$ cat src/rtl/huffman_pkg.sv
// Shared Huffman types and constants, used by both the decoder and the encoder.
//   NUM_SYMS / SYM_W / MAX_CODE_LEN : table depth, symbol width, longest legal code
//   IDX_W / LEN_W                   : derived index and code-length field widths
//   huff_entry_t                    : one code-table entry {sym, code, len}
//   dec_state_t                     : decoder FSM states
//   code_mask()                     : right-aligned mask covering the low len bits
package huffman_pkg;

    localparam int NUM_SYMS     = 16;
    localparam int SYM_W        = 8;
    localparam int MAX_CODE_LEN = 9;
    localparam int IDX_W        = $clog2(NUM_SYMS);
    localparam int LEN_W        = $clog2(MAX_CODE_LEN + 1);

    typedef struct packed {
        logic [SYM_W-1:0]        sym;
        logic [MAX_CODE_LEN-1:0] code;
        logic [LEN_W-1:0]        len;
    } huff_entry_t;

    typedef enum logic [1:0] {
        SHIFT  = 2'd0,
        SEARCH = 2'd1,
        EMIT   = 2'd2,
        ERROR  = 2'd3
    } dec_state_t;

    // One extra bit of headroom so a full-length code yields an all-ones mask.
    function automatic logic [MAX_CODE_LEN-1:0] code_mask(input logic [LEN_W-1:0] len);
        logic [MAX_CODE_LEN:0] one_hot;
        logic [MAX_CODE_LEN:0] full;
        one_hot   = {{MAX_CODE_LEN{1'b0}}, 1'b1} << len;
        full      = one_hot - {{MAX_CODE_LEN{1'b0}}, 1'b1};
        code_mask = full[MAX_CODE_LEN-1:0];
    endfunction

endpackage

$ cat src/rtl/huffman_decoder_if.sv
// Huffman decoder bus bundle: table write port, serial bit input and
// symbol output handshake, plus status flags.
//   master : drives table writes, bits and sym_ready (producer/consumer side)
//   slave  : the decoder itself
interface huffman_decoder_if;
    import huffman_pkg::*;

    logic                    tbl_we;
    logic [IDX_W-1:0]        tbl_idx;
    logic [SYM_W-1:0]        tbl_sym;
    logic [MAX_CODE_LEN-1:0] tbl_code;
    logic [LEN_W-1:0]        tbl_len;
    logic                    bit_valid;
    logic                    bit_in;
    logic                    bit_ready;
    logic                    sym_valid;
    logic [SYM_W-1:0]        sym_data;
    logic [LEN_W-1:0]        sym_len;
    logic                    sym_ready;
    logic                    busy;
    logic                    err;

    modport master (
        output tbl_we, tbl_idx, tbl_sym, tbl_code, tbl_len,
        output bit_valid, bit_in, sym_ready,
        input  bit_ready, sym_valid, sym_data, sym_len, busy, err
    );

    modport slave (
        input  tbl_we, tbl_idx, tbl_sym, tbl_code, tbl_len,
        input  bit_valid, bit_in, sym_ready,
        output bit_ready, sym_valid, sym_data, sym_len, busy, err
    );

endinterface

$ cat src/rtl/huffman_code_table.sv
// Huffman code table: NUM_SYMS entries, one write port, one combinational
// read port. Reset clears every entry's length, marking it invalid; symbol
// and code fields need no reset because a zero length never matches.
//   clk, reset : clock, synchronous active-high reset
//   we         : write strobe (already qualified by the caller)
//   wr_idx     : entry written
//   wr_entry   : new {sym, code, len}
//   rd_idx     : entry read
//   rd_entry   : entry at rd_idx
module huffman_code_table
    import huffman_pkg::*;
(
    input  logic             clk,
    input  logic             reset,
    input  logic             we,
    input  logic [IDX_W-1:0] wr_idx,
    input  huff_entry_t      wr_entry,
    input  logic [IDX_W-1:0] rd_idx,
    output huff_entry_t      rd_entry
);

    huff_entry_t table_r [NUM_SYMS];

    // Entry storage: reset invalidates all entries, otherwise accept writes.
    always_ff @(posedge clk) begin
        if (reset) begin
            for (int i = 0; i < NUM_SYMS; i++) begin
                table_r[i].len <= {LEN_W{1'b0}};
            end
        end else if (we) begin
            table_r[wr_idx] <= wr_entry;
        end
    end

    assign rd_entry = table_r[rd_idx];

endmodule

$ cat src/rtl/huffman_decoder.sv
// Huffman decoder top: accumulates an MSB-first bitstream and, after every
// bit, scans the code table one entry per cycle for a code of the current
// length. A hit is emitted over sym_valid/sym_ready; a miss at the longest
// legal length raises a sticky err and halts until reset.
//   clk, reset : clock, synchronous active-high reset
//   dif        : huffman_decoder_if slave (table port, bit input, symbol output,
//                busy and err flags)
module huffman_decoder
    import huffman_pkg::*;
(
    input  logic              clk,
    input  logic              reset,
    huffman_decoder_if.slave  dif
);

    localparam logic [IDX_W-1:0] LAST_IDX = IDX_W'(NUM_SYMS - 1);
    localparam logic [LEN_W-1:0] MAX_LEN  = LEN_W'(MAX_CODE_LEN);

    dec_state_t              state_r,     state_s;
    logic [MAX_CODE_LEN-1:0] acc_r,       acc_s;
    logic [LEN_W-1:0]        cur_len_r,   cur_len_s;
    logic [IDX_W-1:0]        idx_r,       idx_s;
    logic                    sym_valid_r, sym_valid_s;
    logic [SYM_W-1:0]        sym_data_r,  sym_data_s;
    logic [LEN_W-1:0]        sym_len_r,   sym_len_s;
    logic                    err_r,       err_s;

    huff_entry_t             wr_entry_s;
    huff_entry_t             entry_s;
    logic                    busy_s;
    logic                    tbl_we_s;
    logic                    hit_s;

    // A partially received code counts as busy even while waiting in SHIFT.
    assign busy_s   = (state_r != SHIFT) || (cur_len_r != {LEN_W{1'b0}});
    assign tbl_we_s = dif.tbl_we && !busy_s && (state_r != ERROR);

    assign wr_entry_s.sym  = dif.tbl_sym;
    assign wr_entry_s.code = dif.tbl_code;
    assign wr_entry_s.len  = dif.tbl_len;

    huffman_code_table u_table (
        .clk      (clk),
        .reset    (reset),
        .we       (tbl_we_s),
        .wr_idx   (dif.tbl_idx),
        .wr_entry (wr_entry_s),
        .rd_idx   (idx_r),
        .rd_entry (entry_s)
    );

    // Only the low cur_len bits of the stored code take part in the match.
    assign hit_s = (entry_s.len == cur_len_r) &&
                   (((entry_s.code ^ acc_r) & code_mask(cur_len_r)) == {MAX_CODE_LEN{1'b0}});

    // Next-state and datapath updates for the SHIFT/SEARCH/EMIT/ERROR FSM.
    always_comb begin
        state_s     = state_r;
        acc_s       = acc_r;
        cur_len_s   = cur_len_r;
        idx_s       = idx_r;
        sym_valid_s = sym_valid_r;
        sym_data_s  = sym_data_r;
        sym_len_s   = sym_len_r;
        err_s       = err_r;
        case (state_r)
            SHIFT: begin
                if (dif.bit_valid) begin
                    acc_s     = {acc_r[MAX_CODE_LEN-2:0], dif.bit_in};
                    cur_len_s = cur_len_r + LEN_W'(1'b1);
                    idx_s     = {IDX_W{1'b0}};
                    state_s   = SEARCH;
                end else begin
                    state_s   = SHIFT;
                end
            end
            SEARCH: begin
                if (hit_s) begin
                    sym_data_s  = entry_s.sym;
                    sym_len_s   = entry_s.len;
                    sym_valid_s = 1'b1;
                    state_s     = EMIT;
                end else if (idx_r != LAST_IDX) begin
                    idx_s       = idx_r + IDX_W'(1'b1);
                end else if (cur_len_r == MAX_LEN) begin
                    err_s       = 1'b1;
                    state_s     = ERROR;
                end else begin
                    // Code still incomplete: keep acc/cur_len and fetch another bit.
                    state_s     = SHIFT;
                end
            end
            EMIT: begin
                if (sym_valid_r && dif.sym_ready) begin
                    sym_valid_s = 1'b0;
                    acc_s       = {MAX_CODE_LEN{1'b0}};
                    cur_len_s   = {LEN_W{1'b0}};
                    state_s     = SHIFT;
                end else begin
                    state_s     = EMIT;
                end
            end
            ERROR: begin
                sym_valid_s = 1'b0;
                err_s       = 1'b1;
                state_s     = ERROR;
            end
            default: begin
                state_s     = SHIFT;
            end
        endcase
    end

    // State and datapath registers; reset overrides any search or emit.
    always_ff @(posedge clk) begin
        if (reset) begin
            state_r     <= SHIFT;
            acc_r       <= {MAX_CODE_LEN{1'b0}};
            cur_len_r   <= {LEN_W{1'b0}};
            idx_r       <= {IDX_W{1'b0}};
            sym_valid_r <= 1'b0;
            sym_data_r  <= {SYM_W{1'b0}};
            sym_len_r   <= {LEN_W{1'b0}};
            err_r       <= 1'b0;
        end else begin
            state_r     <= state_s;
            acc_r       <= acc_s;
            cur_len_r   <= cur_len_s;
            idx_r       <= idx_s;
            sym_valid_r <= sym_valid_s;
            sym_data_r  <= sym_data_s;
            sym_len_r   <= sym_len_s;
            err_r       <= err_s;
        end
    end

    assign dif.bit_ready = (state_r == SHIFT);
    assign dif.sym_valid = sym_valid_r;
    assign dif.sym_data  = sym_data_r;
    assign dif.sym_len   = sym_len_r;
    assign dif.busy      = busy_s;
    assign dif.err       = err_r;

endmodule
$ cat src/flat_wrapper.sv
// flat-port wrapper written by rule: the top's interface ports become plain ports
module huffman_decoder_flat import huffman_pkg::*;
  (clk, reset, dif_tbl_we, dif_tbl_idx, dif_tbl_sym, dif_tbl_code, dif_tbl_len, dif_bit_valid, dif_bit_in, dif_sym_ready, dif_bit_ready, dif_sym_valid, dif_sym_data, dif_sym_len, dif_busy, dif_err);
  huffman_decoder_if dif_i ();
  input  logic clk;
  input  logic reset;
  input wire logic [$bits(dif_i.tbl_we)-1:0] dif_tbl_we;
  input wire logic [$bits(dif_i.tbl_idx)-1:0] dif_tbl_idx;
  input wire logic [$bits(dif_i.tbl_sym)-1:0] dif_tbl_sym;
  input wire logic [$bits(dif_i.tbl_code)-1:0] dif_tbl_code;
  input wire logic [$bits(dif_i.tbl_len)-1:0] dif_tbl_len;
  input wire logic [$bits(dif_i.bit_valid)-1:0] dif_bit_valid;
  input wire logic [$bits(dif_i.bit_in)-1:0] dif_bit_in;
  input wire logic [$bits(dif_i.sym_ready)-1:0] dif_sym_ready;
  output wire logic [$bits(dif_i.bit_ready)-1:0] dif_bit_ready;
  output wire logic [$bits(dif_i.sym_valid)-1:0] dif_sym_valid;
  output wire logic [$bits(dif_i.sym_data)-1:0] dif_sym_data;
  output wire logic [$bits(dif_i.sym_len)-1:0] dif_sym_len;
  output wire logic [$bits(dif_i.busy)-1:0] dif_busy;
  output wire logic [$bits(dif_i.err)-1:0] dif_err;
  assign dif_i.tbl_we = dif_tbl_we;
  assign dif_i.tbl_idx = dif_tbl_idx;
  assign dif_i.tbl_sym = dif_tbl_sym;
  assign dif_i.tbl_code = dif_tbl_code;
  assign dif_i.tbl_len = dif_tbl_len;
  assign dif_i.bit_valid = dif_bit_valid;
  assign dif_i.bit_in = dif_bit_in;
  assign dif_i.sym_ready = dif_sym_ready;
  assign dif_bit_ready = dif_i.bit_ready;
  assign dif_sym_valid = dif_i.sym_valid;
  assign dif_sym_data = dif_i.sym_data;
  assign dif_sym_len = dif_i.sym_len;
  assign dif_busy = dif_i.busy;
  assign dif_err = dif_i.err;
  huffman_decoder u_core (.clk(clk), .reset(reset), .dif(dif_i));
endmodule
$ cat config.mk
export PLATFORM = sky130hd
export DESIGN_NAME = huffman_decoder_flat
export DESIGN_NICKNAME = d
export VERILOG_FILES = /design/src/rtl/huffman_pkg.sv /design/src/rtl/huffman_decoder_if.sv /design/src/rtl/huffman_code_table.sv /design/src/rtl/huffman_decoder.sv /design/src/flat_wrapper.sv
export SDC_FILE = /design/constraint.sdc
export NUM_CORES = 1
export LEC_CHECK = 0
export ABC_CLOCK_PERIOD_IN_PS = 3800
export BUFFER_PORTS_ARGS = -buffer_cell sky130_fd_sc_hd__buf_2
export CAP_MARGIN = 0
export CORE_MARGIN = 2
export CORE_UTILIZATION = 56
export CTS_CLUSTER_SIZE = 16
export DETAILED_ROUTE_END_ITERATION = 8
export GPL_ROUTABILITY_DRIVEN = 0
export PLACE_DENSITY = 0.73
export SYNTH_ARGS = -nofsm -noshare
export SYNTH_HDL_FRONTEND = slang
export SYNTH_SLANG_ARGS = --single-unit
$ cat constraint.sdc
create_clock -name clk -period 3.8 [get_ports clk]
set_input_delay 1.14 -clock clk [delete_from_list [all_inputs] [get_ports clk]]
set_output_delay 1.14 -clock clk [all_outputs]
set_load 0.01 [all_outputs]
==> out/metrics.yaml <==
route:
  routed-via-count: 8125
  drt-total-wl_um: 33200
  postRouteAntennaNets: 0
  drt_first_iter_violations: 897
  firstDrtPassIters: 6
  avgRoutedWirePerCell_um: 24.9
  drc: 0
  viasPerCell: 6.10
placement:
  post-place-cells: 1262
  dp_hpwl_um: 20000
  portBuffers: 46
  place_area_mm2: 0.0163
floorplanning:
  dieArea_mm2: 0.0288
  die_x_um: 170
  pin_count: 47
  die-height_um: 170
  core-area_mm2: 0.0270
  initial_utilization_pct: 57.0
  num_rows: 60
timing:
  skew_ns: 0.0152
  relSlewSlack_pct: 46.6
  slew_viol_final: 0
  fin_crit_sh_pct: 91.2
  worst_pin_slew_ns: 0.792
  rsz0062_at_grt: "false"
  min_period_ns: 3.47
  setup_viol_count_final: 0
  whs_ns: 0.446
  hold_violations: 0
  fmax_mhz: 289
  fin_tns_setup_ns: 0
clock_network:
  post_cts_buffers: 0
  cts-resized-gates: 0
  cts_hold_buf: 0
  htree_levels: 2
  clock-sinks: 373
  cts_tree: "yes"
  cts_buffer_depth: 3
  ctsRootBufferMaster: "clkbuf_16"
  cts_buffers: 37
  insertion_delay_ns: 0.52
  clk_pin_slew_ns: 0.06
setup_path:
  path_cells: "buf_4, mux4_2, a22oi_1, nand2_1, xnor2_1, o22ai_1, nor4_4, nand2_1, a21oi_1, a31o_2"
  path_class: "reg2reg"
  path_max_fanout: 24
  end_kind: "flop"
  cp_num_buf_inv: 1
  crit_top_cell: "nand2_1"
  crit_family: "simple AND/OR/NAND/NOR gates"
  cp.required_ns: 4.26
  slowest_delay_ns: 0.65
  cp_slowest_cell: "dfxtp_4"
  crit_arrival_ns: 3.93
  cp-start-kind: "flop"
synth:
  synth_cell_types: 57
  syn-num-nets: 924
  synth-seq-cells: 373
  yosysSeqAreaShare_pct: 70.5
  synth_flop_cell: "edfxtp_1"
  synth_edf_count: 336
  synth_cells: 885
  avgSynthCellArea_um2: 17.4
  yosysWarnings: 0
  synthArstFlopShare_pct: 0
  syn_area_mm2: 0.0154
power_and_ir_drop:
  p_seq_share_pct: 53.2
  pwr-share-comb_pct: 6.2
  p_switching_mw: 1.85
  p_int_mw: 6.74
  powerDensity_mw_per_mm2: 493
  p_total_mw: 8.59
  ir_drop_uv: 272
  p_clk_share_pct: 40.6
  swShare_pct: 21.5
  p_leak_nw: 5.65
grt:
  grt_pass1_vias: 8125
  grt_use_total_pct: 23.9
  grt_overflow: 0
  grt_max_degree: 65
  antenna_found_initial: 2
  grt_pass1_wl_um: 50100
cells_and_area:
  layout.cells.non_filler: 1332
  final_cell_area_mm2: 0.0174
  fin_nets: 999
  fill_cells: 1826
  drive_gt1_share_pct: 25.0
  area_growth_syn_to_layout_pct: 13.5
outcome:
  status: "completed"
flow_run:
  cap_violations: 0
worst_hold_path:
  hold_path_class: "reg2reg"
## state kept, by name (all words and copies together), names as in the netlist, named ones only
register / flops
u_core.acc_r: 9
u_core.cur_len_r: 4
u_core.dif.err: 1
u_core.dif.sym_data: 8
u_core.dif.sym_len: 4
u_core.dif.sym_valid: 1
u_core.idx_r: 4
u_core.state_r: 2
u_core.u_table.table_r: 336
## power groups by stage
| stage | Sequential [mW] | Clock (mW) | Combinational [mW] |
|---|---|---|---|
| finish | 4.57 | 3.49 | 0.528 |
| CTS | 4.57 | 3.53 | 0.529 |
| floorplan | 4.63 | 0 | 0.367 |
| detailed placement | 4.66 | 0 | 0.527 |
| global route | 4.57 | 3.69 | 0.574 |
| global placement | 4.65 | 0 | 0.518 |
## worst min-delay path, cell delays in order (launching register included)
cell and delay, ns:
dfxtp_1 0.30, nand2_1 0.05, a21oi_1 0.05
## layout by cell type (no fill, tap or decap), types with 5 or more instances in the layout
cell       instances
a21oi_1           27
a22o_1             5
a22oi_1           20
and2_1            67
buf_12            12
buf_2             46
buf_4             24
clkbuf_1           8
clkbuf_16         37
clkinv_1           7
clkinv_2           7
dfxtp_1           33
edfxtp_1         336
ha_1               8
inv_1              6
mux2i_1           45
mux4_2            78
nand2_1           44
nand2b_1           9
nand3_1            8
nor2_1            28
nor2_2            12
nor2b_1            6
nor3_1             8
o21ai_0           18
xnor2_1           14
## area by class of cell
type | instances | area, um2 | area share [%]
Sequential cell | 373 | 10800 | 62.2
Multi-Input combinational cell | 460 | 4310 | 24.7
Clock buffer | 48 | 997 | 5.72
Timing Repair Buffer | 82 | 651 | 3.73
Tap cell | 341 | 427 | 2.45
Clock inverter | 20 | 170 | 0.976
Inverter | 6 | 22.5 | 0.129
Antenna cell | 2 | 5.00 | 0.0287
## cells by family after synthesis
logic type	synth area share [%]
muxes	14.5
buffers and inverters	1.73
DFF	70.5
xor gates and xnor gates	0.970
and+or+nand+nor	7.38
AOI/OAI and AO/OA	4.23
adders and majority gates	0.652
## per-layer routing
metal  GRT usage (%)  routed length [um]
met4            6.17                 704
met1            35.8               14400
met2            37.5               15600
met5               0                   0
met3            3.57                2480
## Yosys cell counts (all sizes together), types with 3 or more instances
cell type  number  area, um2
nand3           8       40.0
xnor2          14        123
edfxtp        336      10100
and2           67        419
a22oi          20        150
nor4            3       33.8
nor2b           6       37.5
clkbuf         20       75.1
a221oi          4       41.3
o22ai           4       25.0
and3            3       23.8
nor3b           4       30.0
inv             6       22.5
dfxtp          37        741
nand2          45        171
mux4           78       1760
a21oi          28        144
buf            26        168
a211oi          5       42.5
nand2b          9       56.3
nor3           12       60.1
mux2i          45        450
nor2           40        150
o21ai          18       90.1
xor2            3       26.3
a22o            5       43.8
ha              8        100
or2             4       25.0
## per-stage QoR
| step | worst slack (ns) | util [%] |
|---|---|---|
| finish | 0.334 | 64.7 |
| global placement | 0.491 | 60.3 |
| global route | 0.0343 | 64.7 |
| CTS | 0.343 | 64.6 |
| detailed placement | 0.371 | 60.3 |
| floorplan | 0.0473 | - |
## final timing paths
path	cells past startpoint	slack [ns]	endpoint	from
max reg2reg	10	0.33	u_core.idx_r[3]	flop
min	2	0.45	u_core.dif.sym_data[7]	u_core.dif.sym_data[7]
min reg2reg	2	0.45	u_core.dif.sym_data[7]	u_core.dif.sym_data[7]
max	10	0.33	u_core.idx_r[3]	flop
(Power assumes the default switching activity.)
